==> src/rtl/spad_stream_ctrl.sv <==
// Scratchpad sequencer: loads one block from a stream, then replays it
// cfg_reuse times to the MAC side through a 2-entry output buffer.
//
// Ports:
//   clk, rst                  clock, synchronous active-high reset
//   start, cfg_len, cfg_reuse job launch and configuration (used in IDLE)
//   busy, done                job in progress / one-cycle end pulse
//   in_valid/in_ready/in_data load stream
//   out_valid/out_ready/out_data/out_last  output stream
//   sp_wen/sp_w_addr/sp_w_data SPad write port
//   sp_ren/sp_r_addr/sp_r_data SPad read port (data one cycle after ren)
module spad_stream_ctrl #(
    parameter int d_width = 32,
    parameter int a_width = 8
) (
    input  logic               clk,
    input  logic               rst,
    input  logic               start,
    input  logic [a_width-1:0] cfg_len,
    input  logic [7:0]         cfg_reuse,
    output logic               busy,
    output logic               done,
    input  logic               in_valid,
    output logic               in_ready,
    input  logic [d_width-1:0] in_data,
    output logic               out_valid,
    input  logic               out_ready,
    output logic [d_width-1:0] out_data,
    output logic               out_last,
    output logic               sp_wen,
    output logic [a_width-1:0] sp_w_addr,
    output logic [d_width-1:0] sp_w_data,
    output logic               sp_ren,
    output logic [a_width-1:0] sp_r_addr,
    input  logic [d_width-1:0] sp_r_data
);

    typedef enum logic [1:0] {IDLE, LOAD, STREAM, FLUSH} state_t;

    state_t             state;
    logic [a_width-1:0] len_q;
    logic [7:0]         reuse_q;
    logic [a_width-1:0] wptr;
    logic [a_width-1:0] rptr;
    logic [7:0]         pass;

    logic [d_width-1:0] buf_data [2];
    logic               buf_last [2];
    logic               head;
    logic               tail;
    logic [1:0]         count;
    logic               inflight;
    logic               inflight_last;

    logic wr;
    logic pop;
    logic ren;
    logic blk_end;
    logic last_rd;

    assign in_ready  = (state == LOAD);
    assign wr        = in_ready && in_valid;
    assign sp_wen    = wr;
    assign sp_w_addr = wr ? wptr : '0;
    assign sp_w_data = wr ? in_data : '0;

    assign out_valid = (count != 2'd0);
    assign out_data  = out_valid ? buf_data[head] : '0;
    assign out_last  = out_valid ? buf_last[head] : 1'b0;
    assign pop       = out_valid && out_ready;

    // A read may issue only if its word is guaranteed a buffer slot one
    // cycle later, counting the word still in flight and this cycle's pop.
    assign ren = (state == STREAM) &&
                 (({1'b0, count} + {2'b0, inflight}) < (3'd2 + {2'b0, pop}));
    assign sp_ren    = ren;
    assign sp_r_addr = rptr;

    assign blk_end = (rptr == len_q - a_width'(1));
    assign last_rd = blk_end && (pass == reuse_q - 8'd1);

    always_ff @(posedge clk) begin
        if (rst) begin
            state         <= IDLE;
            busy          <= 1'b0;
            done          <= 1'b0;
            len_q         <= '0;
            reuse_q       <= '0;
            wptr          <= '0;
            rptr          <= '0;
            pass          <= '0;
            head          <= 1'b0;
            tail          <= 1'b0;
            count         <= '0;
            inflight      <= 1'b0;
            inflight_last <= 1'b0;
        end else begin
            done          <= 1'b0;
            inflight      <= ren;
            inflight_last <= ren && last_rd;

            // Word read last cycle lands in the buffer now.
            if (inflight) begin
                buf_data[tail] <= sp_r_data;
                buf_last[tail] <= inflight_last;
                tail           <= ~tail;
            end
            if (pop) begin
                head <= ~head;
            end
            count <= count + {1'b0, inflight} - {1'b0, pop};

            case (state)
                IDLE: begin
                    if (start && cfg_len != '0 && cfg_reuse != 8'd0) begin
                        len_q   <= cfg_len;
                        reuse_q <= cfg_reuse;
                        wptr    <= '0;
                        rptr    <= '0;
                        pass    <= '0;
                        state   <= LOAD;
                        busy    <= 1'b1;
                    end
                end
                LOAD: begin
                    if (wr) begin
                        wptr <= wptr + a_width'(1);
                        if (wptr == len_q - a_width'(1)) begin
                            state <= STREAM;
                        end
                    end
                end
                STREAM: begin
                    if (ren) begin
                        if (blk_end) begin
                            rptr <= '0;
                            pass <= pass + 8'd1;
                            if (last_rd) begin
                                state <= FLUSH;
                            end
                        end else begin
                            rptr <= rptr + a_width'(1);
                        end
                    end
                end
                FLUSH: begin
                    if (pop && buf_last[head]) begin
                        state <= IDLE;
                        busy  <= 1'b0;
                        done  <= 1'b1;
                    end
                end
                default: state <= IDLE;
            endcase
        end
    end

endmodule

==> config.mk <==
export PLATFORM = sky130hd
export DESIGN_NAME = spad_stream_ctrl
export DESIGN_NICKNAME = d
export VERILOG_FILES = /design/src/rtl/spad_stream_ctrl.sv
export SDC_FILE = /design/constraint.sdc
export NUM_CORES = 1
export LEC_CHECK = 0
export ABC_AREA = 0
export ABC_CLOCK_PERIOD_IN_PS = 7250
export BUFFER_PORTS_ARGS = -buffer_cell sky130_fd_sc_hd__buf_2
export CAP_MARGIN = 10
export CORE_ASPECT_RATIO = 1.25
export CORE_MARGIN = 2
export CORE_UTILIZATION = 50
export CTS_CLUSTER_SIZE = 10
export DETAILED_ROUTE_END_ITERATION = 8
export HOLD_SLACK_MARGIN = 0.05
export PLACE_DENSITY = 0.79
export SLEW_MARGIN = 20
export SYNTH_ARGS = -nofsm -noshare
export SYNTH_HDL_FRONTEND = slang
export SYNTH_SLANG_ARGS = --single-unit
==> constraint.sdc <==
create_clock -name clk -period 7.25 [get_ports clk]
set_input_delay 1.0875 -clock clk [delete_from_list [all_inputs] [get_ports clk]]
set_output_delay 1.0875 -clock clk [all_outputs]
set_load 0.05 [all_outputs]
# After elaboration in Yosys (flattened, before gate mapping)
# Memory sizes are Yosys's and may differ from the RTL's. A register that Yosys moved wholly into a read port is not among the register bits.
# Index checks and enable logic that the tools add are counted.
# W data, S select, Z words.
[totals] ff_bits=50 ram_bits=66 out_inout_bits=87 word_cells=95 n_memories=2
[classes] n_addsub=9 n_lt_le_gt_ge=1 eq_ne=13 n_mux=32 bitwise_logic=3 reduce_logical=22
[memory_table] memory="buf_data" depth=2 width=32 read_ports=1 rd_ports_with_merged_regs=1 wr=1 line_no="47" rtl="logic [d_width-1:0] buf_data [2];"
[memory_table] memory="buf_last" depth=2 width=1 read_ports=1 rd_ports_with_merged_regs=1 wr=1 line_no="48" rtl="logic buf_last [2];"
[op_table] op="$mux W32" n=2
[op_table] op="$mux W8" n=7
[op_table] op="$pmux W8 S2" n=3
[op_table] op="$add A8 B1 Y8 const B" n=3
[op_table] op="$eq A8 B8 Y1" n=3
[op_table] op="$reduce_bool A8 Y1" n=2
[op_table] op="$sub A8 B1 Y8 const B" n=2
[op_table] op="$mux W2" n=7
[op_table] op="$mux W1" n=11
[op_table] op="$ne A2 B2 Y1 const B" n=5
[op_table] op="$reduce_and A3 Y1" n=3
[op_table] op="$logic_and A1 B1 Y1" n=8
[op_table] op="$pmux W2 S4" n=1
[op_table] op="$reduce_bool A2 Y1" n=4
[op_table] op="$reduce_and A7 Y1" n=1
[op_table] op="$eq A2 B2 Y1 const B" n=2
[op_table] op="$ne A2 B1 Y1 const B" n=2
[op_table] op="$reduce_and A4 Y1" n=1
[op_table] op="$add A2 B1 Y3" n=1
[op_table] op="$add A2 B1 Y3 const A" n=1
[op_table] op="$lt A3 B3 Y1" n=1
[op_table] op="$not A1 Y1" n=3
[op_table] op="$add A2 B1 Y2" n=1
[op_table] op="$eq A2 B1 Y1 const B" n=1
[op_table] op="other kinds (5)" n=5

# Longest topological paths before layout
# Gate-level depths: netlist (run 1).
[logic_depth] word_depth=7 depth_mapped=12 ltp_nobuf=9

# Worst setup path after synthesis (run 1)
# No wires, ideal clock.
[synth_path] path_type="input -> register" start="input rst" end="memory buf_data[1][0] (enable)" setup_ns=0.471 t_arrival_ns=3.751 t_required_ns=6.779 path_slack_ns=3.028 path_stages=2 n_path_buf=1 path_cell_list="clkbuf_1 -> nor3b_1"
[synth_between] elab_chain_len=2
[synth_lines] item="start, declared" line_no="17" rtl="input logic rst,"
[synth_lines] item="$mux W1" line_no="83" rtl="if (rst) begin"
[synth_lines] item="$mux W1 (not written as such)" line_no="104" rtl="buf_data[tail] <= sp_r_data;"
[synth_lines] item="end, declared" line_no="47"
# No other way between the ends.

# Final worst setup path (run 1)
[layout_path] start="input out_ready" end="output sp_ren"
[layout_between] elab_chain_len=4
[layout_lines] item="start, declared" line_no="27" rtl="input logic out_ready,"
[layout_lines] item="$logic_and A1 B1 Y1" line_no="70" rtl="assign pop = out_valid && out_ready;"
[layout_lines] item="$add A2 B1 Y3" line_no="75" rtl="(({1'b0, count} + {2'b0, inflight}) < (3'd2 + {2'b0, pop}));"
[layout_lines] item="$lt A3 B3 Y1" line_no="75"
[layout_lines] item="$logic_and A1 B1 Y1" line_no="74" rtl="assign ren = (state == STREAM) &&"
[layout_lines] item="end, declared" line_no="33" rtl="output logic sp_ren,"
# No other way between the ends.

==> impl_metrics.ini, run 1 <==
[min_path]
hold_path.class = flip-flop to flip-flop

[floorplanning]
start_util = 0.5079
die_area_um2 = 12570
rows = 44
core_area_um2 = 11510
die_x_um = 100.7
fp.dieH_um = 124.9
ioPinCount = 172

[routing]
via_per_inst = 5.493
vias = 4713
drc = 0
antenna_left = 0
first_pass_iters = 4
routedWlPerCell_um = 15.91
drt_iter0_markers = 209
drt-total-wl_um = 13650

[yosys]
synth_cell_types = 53
synthCells = 546
yosys.area_share.simple = 0.1910
synth_seq_cells = 117
yosys.area_share.adder = 0.02783
yosysSeqAreaShare = 0.5138
syn_nets = 644
synth_compound_area_frac = 0.05374
syn_avg_cell_area_um2 = 10.70
synth_edf_count = 66
yosys.area_share.xor_xnor = 0.08606
synth_area_um2 = 5844
async_flop_share = 0
ys_warn_count = 0
synthMuxAreaShare = 0.09441
ys.flop_type = edfxtp_1
synth_top_family_by_area = simple AND/OR/NAND/NOR gates

[clock_network]
clk_pin_slew_worst_paths_ns = 0.05
cts-resized-gates = 0
ctsHtreeMaxLevel = 4
cts_setup_buffers = 0
cts_buffers = 17
clock_path_buffers = 2
hold_buffers = 0
cts_tree = built
clk_latency_ns = 0.40
cts_root_buffer = clkbuf_16
clock_sinks = 117

[worst_setup_path]
r2r_slack_ns = 4.07
critical_path.startpoint_type = input port
critPathMaxFanout = 5
cp_slowest_cell = o21ai_0
crit_family = compound AO/OA/AOI/OAI gates
cp.buffers_inverters = 3
cp_cell_sequence = buf_2, o21ai_0, o21ai_0, nand3b_1, inv_1, buf_2
critPathKind = input port to primary output
slowest_delay_ns = 0.29
worst_setup_path_end_kind = primary output
worst_ep_arrival_time_ns = 2.27
cp.required_ns = 6.16

[sta]
max_freq_mhz = 298.1
hold_viol = 0
fin_crit_sh = 0.4628
max_slew_margin = 0.2776
rsz0062_at_grt = no
clock_skew_ns = 0.01146
fin_crit_ns = 3.355
slew_viol_final = 0
tightest_slew_ns = 1.084
setup_viol = 0
setup_tns_ns = 0

[power_and_ir_drop]
power_density_nw_per_um2 = 377.2
ir_drop_mv = 0.1927
power.static_leakage_nw = 3.346
fin_total_pwr_w = 0.002772

[global_route]
grt_usage = 0.2135
grt_antenna_before_repair = 0
grt_max_degree = 46
grt_pass1_wl_um = 21020
grt-ovfl-total = 0
grt_pass1_vias = 4464

[run]
drv_cap = 0

[final_layout]
final_common_cell = buf_2
final_cell_mix = 171 x buf_2, 85 x nor2_1, 66 x edfxtp_1
layout.area.seq_um2 = 3004
multi_input_comb_area_um2 = 2663
fin_nets = 805
drive_above_1_share = 0.3056
stdcell_area_um2 = 7348
fillers = 933
area_delta_synth_final_pct = 25.73
antenna_cells = 0

[placed_design]
dpl.hpwl_um = 10000
gp_congestion = 0.8339
place_area_um2 = 6787
portBuffers = 171

[run_status]
status = complete, no violations
-- flip-flops by register name (all words and copies together), names as in the netlist, 2 cells and up, named ones only --
register / flops
reuse_q: 8
buf_last: 2
count: 2
buf_data: 64
wptr: 8
sp_r_addr: 8
state: 2
pass: 8
len_q: 8
-- worst paths after layout --
kind              cells after the start           from     endpoint
hold / removal                        0  inflight_last  buf_last[0]
setup reg to reg                     10       len_q[0]      pass[6]
setup / recovery                      6      out_ready       sp_ren
hold reg to reg                       0  inflight_last  buf_last[0]
-- routing by layer --
metal / up-vias / track usage / wire (um)
met2: 184 / 0.3753 / 6965
met5: - / 0 / 0
met1: 2231 / 0.2476 / 5642
li1: 2279 / - / -
met4: 0 / 0.08380 / 223
met3: 19 / 0.04826 / 816
-- Yosys cell counts, drive strengths merged, types with 2 or more instances --
cell type,count,share of area
a2111oi,3,0.0045
o21bai,3,0.0039
nor3b,2,0.0026
xnor3,3,0.012
a31oi,2,0.0021
xnor2,21,0.031
nand4b,2,0.0030
o21a,2,0.0026
o21ai,10,0.0086
a21oi,11,0.0094
clkbuf,31,0.020
nand3b,3,0.0039
ha,13,0.028
dfxtp,51,0.17
and3,48,0.051
a211oi,3,0.0039
nand4,12,0.013
nor2,86,0.055
nand3,13,0.011
nand2b,5,0.0054
nor3,10,0.0094
edfxtp,66,0.34
nor2b,3,0.0032
or3,5,0.0054
nor4,7,0.0075
inv,15,0.0096
buf,3,0.0036
nand2,13,0.0088
xor2,26,0.039
mux2i,54,0.092
-- power by group --
group / switching, W / total [W] / internal, W
clock: 0.000302 / 0.000774 / 0.000472
combinational: 0.000794 / 0.00115 / 0.000356
sequential: 0.0000925 / 0.000847 / 0.000754
total: 0.00119 / 0.00277 / 0.00158
-- logic make-up after synthesis --
family | after synthesis
AND/OR/NAND/NOR | 217
flip-flops | 117
multiplexers | 55
XOR/XNOR | 51
buffers and inverters | 49
AO/OA/AOI/OAI | 44
adder cells (fa/ha/maj) | 13
-- final cells by class --
| class | count | share of cell area |
|---|---|---|
| clock buffer | 17 | 0.05789 |
| tap | 138 | 0.02350 |
| timing repair buffer | 176 | 0.1216 |
| inverter | 15 | 0.007662 |
| clock inverter | 15 | 0.01822 |
| sequential | 117 | 0.4088 |
| multi-input combinational | 380 | 0.3623 |
-- through the flow --
step,std cells,setup WS [ns],util,hold slack [ns]
global route,858,3.733,0.6386,0.4401
CTS,858,3.840,0.6384,0.4369
detailed placement,826,3.603,0.5898,0.4189
finish,858,3.895,0.6386,0.4312
global placement,826,3.788,0.5898,0.4063
floorplan,546,3.028,-,0.4037
Power figures use the tool's default switching activity.
==> run 2: changes to the inputs <==
Settings changed: ABC_CLOCK_PERIOD_IN_PS 7250 to 3400.
Clock period 7.25 ns to 3.4 ns, I/O delays scaled along.
==> run 2 against run 1 <==
  * Via count grew 1.6%
  * Setup slack worse by 3.5 ns
  * Highest routed layer unchanged
  * Register-to-register slack worse by 3.7 ns
  * Cell area increased by 1.4%
  * Clock skew shrank 0.0017 ns
  * Critical path depth rose by 1
  * Die area did not move
  * Cell count is 0.58% higher
  * Power grew 120%
  * Worst hold slack worse by 0.14 ns
  * Wire length grew 2.8%
  * Utilization up 0.89 points
==> impl_metrics.ini, run 2 (same netlist as run 1, synthesis figures left out) <==
[clock_network]
cts_buffers = 17
clock_sinks = 117
cts_tree = built
hold_buffers = 0
cts-resized-gates = 0
cts_root_buffer = clkbuf_16
ctsHtreeMaxLevel = 4
clock_path_buffers = 2
cts_setup_buffers = 0
clk_latency_ns = 0.41
clk_pin_slew_worst_paths_ns = 0.05

[worst_setup_path]
critPathKind = flip-flop to flip-flop
worst_ep_arrival_time_ns = 3.32
cp.required_ns = 3.74
worst_setup_path_end_kind = flip-flop
critPathMaxFanout = 9
critical_path.startpoint_type = flip-flop

[final_layout]
largest_register_ffs = 64
final_cell_mix = 171 x buf_2, 85 x nor2_1, 66 x edfxtp_1
area_delta_synth_final_pct = 27.49
finalNonFillerCells = 863
stdcell_area_um2 = 7451
fin_nets = 810
antenna_cells = 0
largest_register = buf_data
fin_util = 0.6476
final_common_cell = buf_2
drive_above_1_share = 0.3062
fillers = 885

[global_route]
grt_pass1_wl_um = 22110
grt_usage = 0.2240
grt_antenna_before_repair = 1
grt_max_degree = 46
grt_pass1_vias = 4805
grt-ovfl-total = 0

[sta]
tightest_slew_ns = 0.9456
max_freq_mhz = 335.5
rsz0062_at_grt = no
setup_viol = 0
max_slew_margin = 0.3689
hold_slack_ns = 0.2886
hold_viol = 0
setup_tns_ns = 0
fin_crit_sh = 0.8767
clock_skew_ns = 0.009753
slew_viol_final = 0
fin_crit_ns = 2.981

[floorplanning]
core_area_um2 = 11510
start_util = 0.5079
fp.dieH_um = 124.9
ioPinCount = 172
rows = 44
die_x_um = 100.7
die_area_um2 = 12570

[placed_design]
dp.cells = 831
gp_congestion = 0.9144
dpl.hpwl_um = 10290
place_area_um2 = 6837
portBuffers = 171

[power_and_ir_drop]
power.static_leakage_nw = 3.409
power_density_nw_per_um2 = 824.3
ir_drop_mv = 0.4225

[routing]
antenna_left = 0
vias = 4789
drt-total-wl_um = 14040
via_per_inst = 5.549
routedWlPerCell_um = 16.26
first_pass_iters = 5
drt_iter0_markers = 263
drc = 0

[run]
drv_cap = 0

[run_status]
status = complete, no violations

[min_path]
hold_path.class = input port to flip-flop
==> run 2: changes by cell type in the layout (fill, tap and decap cells not counted), sizes merged <==
cell	before	now
buf	176	181
bufinv	1	4
clkinvlp	4	2
inv	17	16
==> run 2: metrics by stage <==
stage | setup slack [ns] | total power (W)
3_5_place_dp | 0.4345 | 0.004339
2_1_floorplan | 0.6609 | 0.003748
4_1_cts | 0.4083 | 0.006174
5_1_grt | 0.2590 | 0.006440
6_report | 0.4191 | 0.006142
3_3_place_gp | 0.5253 | 0.004267
==> run 2: routing by layer <==
layer,vias up,track usage,part of all wire
met5,-,0,0
met4,0,0.08864,0.025
met3,29,0.06004,0.068
met1,2248,0.2393,0.39
li1,2288,-,-
met2,224,0.4086,0.52
==> run 2: final timing paths <==
path	from	cells after the start	slack, ns	end
setup / recovery	len_q[0]	7	0.42	pass[6]
hold / removal	sp_r_data[16]	1	0.29	buf_data[0][16]
setup reg to reg	len_q[0]	7	0.42	pass[6]
hold reg to reg	inflight_last	0	0.44	buf_last[1]
==> run 2: power by group <==
group	internal [W]	switching (W)	leakage, nW	total [W]
clock	0.00121	0.000610	0.293	0.00182
sequential	0.00161	0.000123	1.01	0.00173
combinational	0.000791	0.00179	2.10	0.00259
==> run 2: layout make-up <==
type,count,area [um2],share of cell area
Clock inverter,15,186.4,0.02502
Clock buffer,17,425.4,0.05709
Inverter,15,56.30,0.007557
Tap cell,138,172.7,0.02317
Multi-Input combinational cell,380,2675,0.3590
Sequential cell,117,3004,0.4032
Timing Repair Buffer,181,930.9,0.1249
==> run 2: worst max-delay path, cell delays in order (launching register included) <==
cell and delay [ns]:
dfxtp_1 0.39, or4_1 0.70, o22ai_2 0.18, or3b_1 0.40, o41ai_4 0.53, nand2_2 0.18
or3_1 0.38, a21oi_1 0.14
==> run 3: changes to the inputs <==
Settings changed: CORE_ASPECT_RATIO 1.25 to unset.
==> run 3 against run 2 <==
  * Cell count up 0.70%
  * Sequential share of layout area down 0.23 points
  * Setup slack worse by 0.076 ns
  * Largest power group unchanged
  * Power up 0.58%
  * Flip-flop and latch count unchanged
  * Non-clock buffer count up 1
  * First-iteration DRC count down 5.3%
  * Clock power about the same
  * Cell area up 0.57%
  * Sequential power about the same
  * Global-route usage up 0.65 points
==> impl_metrics.ini, run 3 (same netlist as run 1, synthesis figures left out) <==
[final_layout]
multi_input_comb_area_um2 = 2673
drive_above_1_share = 0.3113
largest_register_ffs = 64
layout.area.seq_um2 = 3004
antenna_cells = 0
fin_util = 0.6563
fillers = 906
final_cell_mix = 171 x buf_2, 85 x nor2_1, 66 x edfxtp_1
final_common_cell = buf_2
fin_nets = 811
largest_register = buf_data
area_delta_synth_final_pct = 28.22

[worst_setup_path]
cp_slowest_cell = o41ai_4
cp.required_ns = 3.74
startpoint = len_q[0]
critPathMostFrequentCell = or3_1
critPathKind = flip-flop to flip-flop
slowest_delay_ns = 0.51
critPathMaxFanout = 12
worst_ep_arrival_time_ns = 3.39
rr_startpoint = len_q[0]
cp_cell_sequence = inv_1, ha_1, nor3b_1, buf_4, and4_1, or3_1, o41ai_4, nand2_2, or3_1, a21oi_1
worst_setup_path_end_kind = flip-flop
critical_path.startpoint_type = flip-flop

[global_route]
grt_pass1_wl_um = 22970
grt-ovfl-total = 0
grt_max_degree = 43
grt_antenna_before_repair = 0
grt_usage = 0.2305
grt_pass1_vias = 4745

[routing]
drt_iter0_markers = 249
via_per_inst = 5.554
routedWlPerCell_um = 16.56
wl_met1_um = 5774
wl_met2_um = 7320
first_pass_iters = 5
antenna_left = 0
drt-total-wl_um = 14390
vias = 4826
met3WireLength_um = 1027
drc = 0
top_layer = met4

[sta]
clock_skew_ns = 0.007758
rsz0062_at_grt = no
max_freq_mhz = 327.1
hold_viol = 0
slew_viol_final = 0
max_slew_margin = 0.4546
fin_crit_ns = 3.057
setup_tns_ns = 0
fin_crit_sh = 0.8992
setup_viol = 0
tightest_slew_ns = 0.8155

[clock_network]
cts_root_buffer = clkbuf_16
cts_setup_buffers = 0
cts-resized-gates = 0
clk_latency_ns = 0.41
cts_buffers = 17
ctsHtreeMaxLevel = 4
hold_buffers = 0
clock_sinks = 117
clk_pin_slew_worst_paths_ns = 0.06
clock_path_buffers = 2
cts_tree = built

[power_and_ir_drop]
power.static_leakage_nw = 3.429
power_density_nw_per_um2 = 824.4
ir_drop_mv = 0.4890

[placed_design]
dpl.hpwl_um = 10450
portBuffers = 171
gp_congestion = 0.8221

[min_path]
min_from = sp_r_data[27]
hold_path.class = input port to flip-flop

[floorplanning]
die_x_um = 112.1
die_area_um2 = 12570
ioPinCount = 172
fp.dieH_um = 112.1
rows = 39
start_util = 0.5118
core_area_um2 = 11420

[run_status]
status = complete, no violations

[run]
drv_cap = 0
## run 3: cell count changes in the layout (fill, tap and decap cells not counted), sizes merged
cell / previous run / this run
clkinvlp: 2 / 1
buf: 181 / 182
bufinv: 4 / 3
inv: 16 / 22
clkinv: 8 / 4
## run 3: critical path, delay by kind of cell, from the launching register on
family,cells,cell delay [ns]
and+or+nand+nor,5,1.32
AOI/OAI and AO/OA,2,0.65
buffers and inverters,2,0.27
adders and majority gates,1,0.24
DFF,1,0.48
## run 3: power breakdown
part / leakage [nW] / internal [W] / switching (W)
clock network: 0.302 / 0.00117 / 0.000678
registers: 1.01 / 0.00161 / 0.000120
logic: 2.12 / 0.000795 / 0.00180
total: 3.43 / 0.00357 / 0.00260
## run 3: area by class of cell
cell class / instances / share of cell area
inverter: 15 / 0.007514
sequential: 117 / 0.4009
tap: 143 / 0.02388
multi-input combinational: 380 / 0.3567
timing repair buffer: 182 / 0.1286
clock inverter: 15 / 0.02571
clock buffer: 17 / 0.05677
## run 3: metrics by stage
step                      area (um2)  hold slack [ns]  power (W)  std cells  setup WS [ns]
final                           7493           0.2854   0.006177        869         0.3429
after global routing            7493           0.2720   0.006470        869         0.1108
after CTS                       7493           0.2707   0.006213        869         0.3669
after detailed placement        6875           0.4257   0.004342        837         0.3745
after global placement          6875           0.4133   0.004275        837         0.5070
after floorplan                 5854           0.4037   0.003748        546         0.6609
## run 3: layer usage
metal | global-route usage | up-vias
met4 | 0.08049 | 0
met2 | 0.4096 | 221
met1 | 0.2657 | 2277
li1 | - | 2303
met3 | 0.06695 | 25
met5 | 0 | -
## run 3: path summary, 6_finish.rpt
path / endpoint / cells after the start / slack [ns]
max: pass[6] / 10 / 0.34
min: buf_data[0][27] / 1 / 0.29
max reg2reg: pass[6] / 10 / 0.34
min reg2reg: buf_last[1] / 0 / 0.44
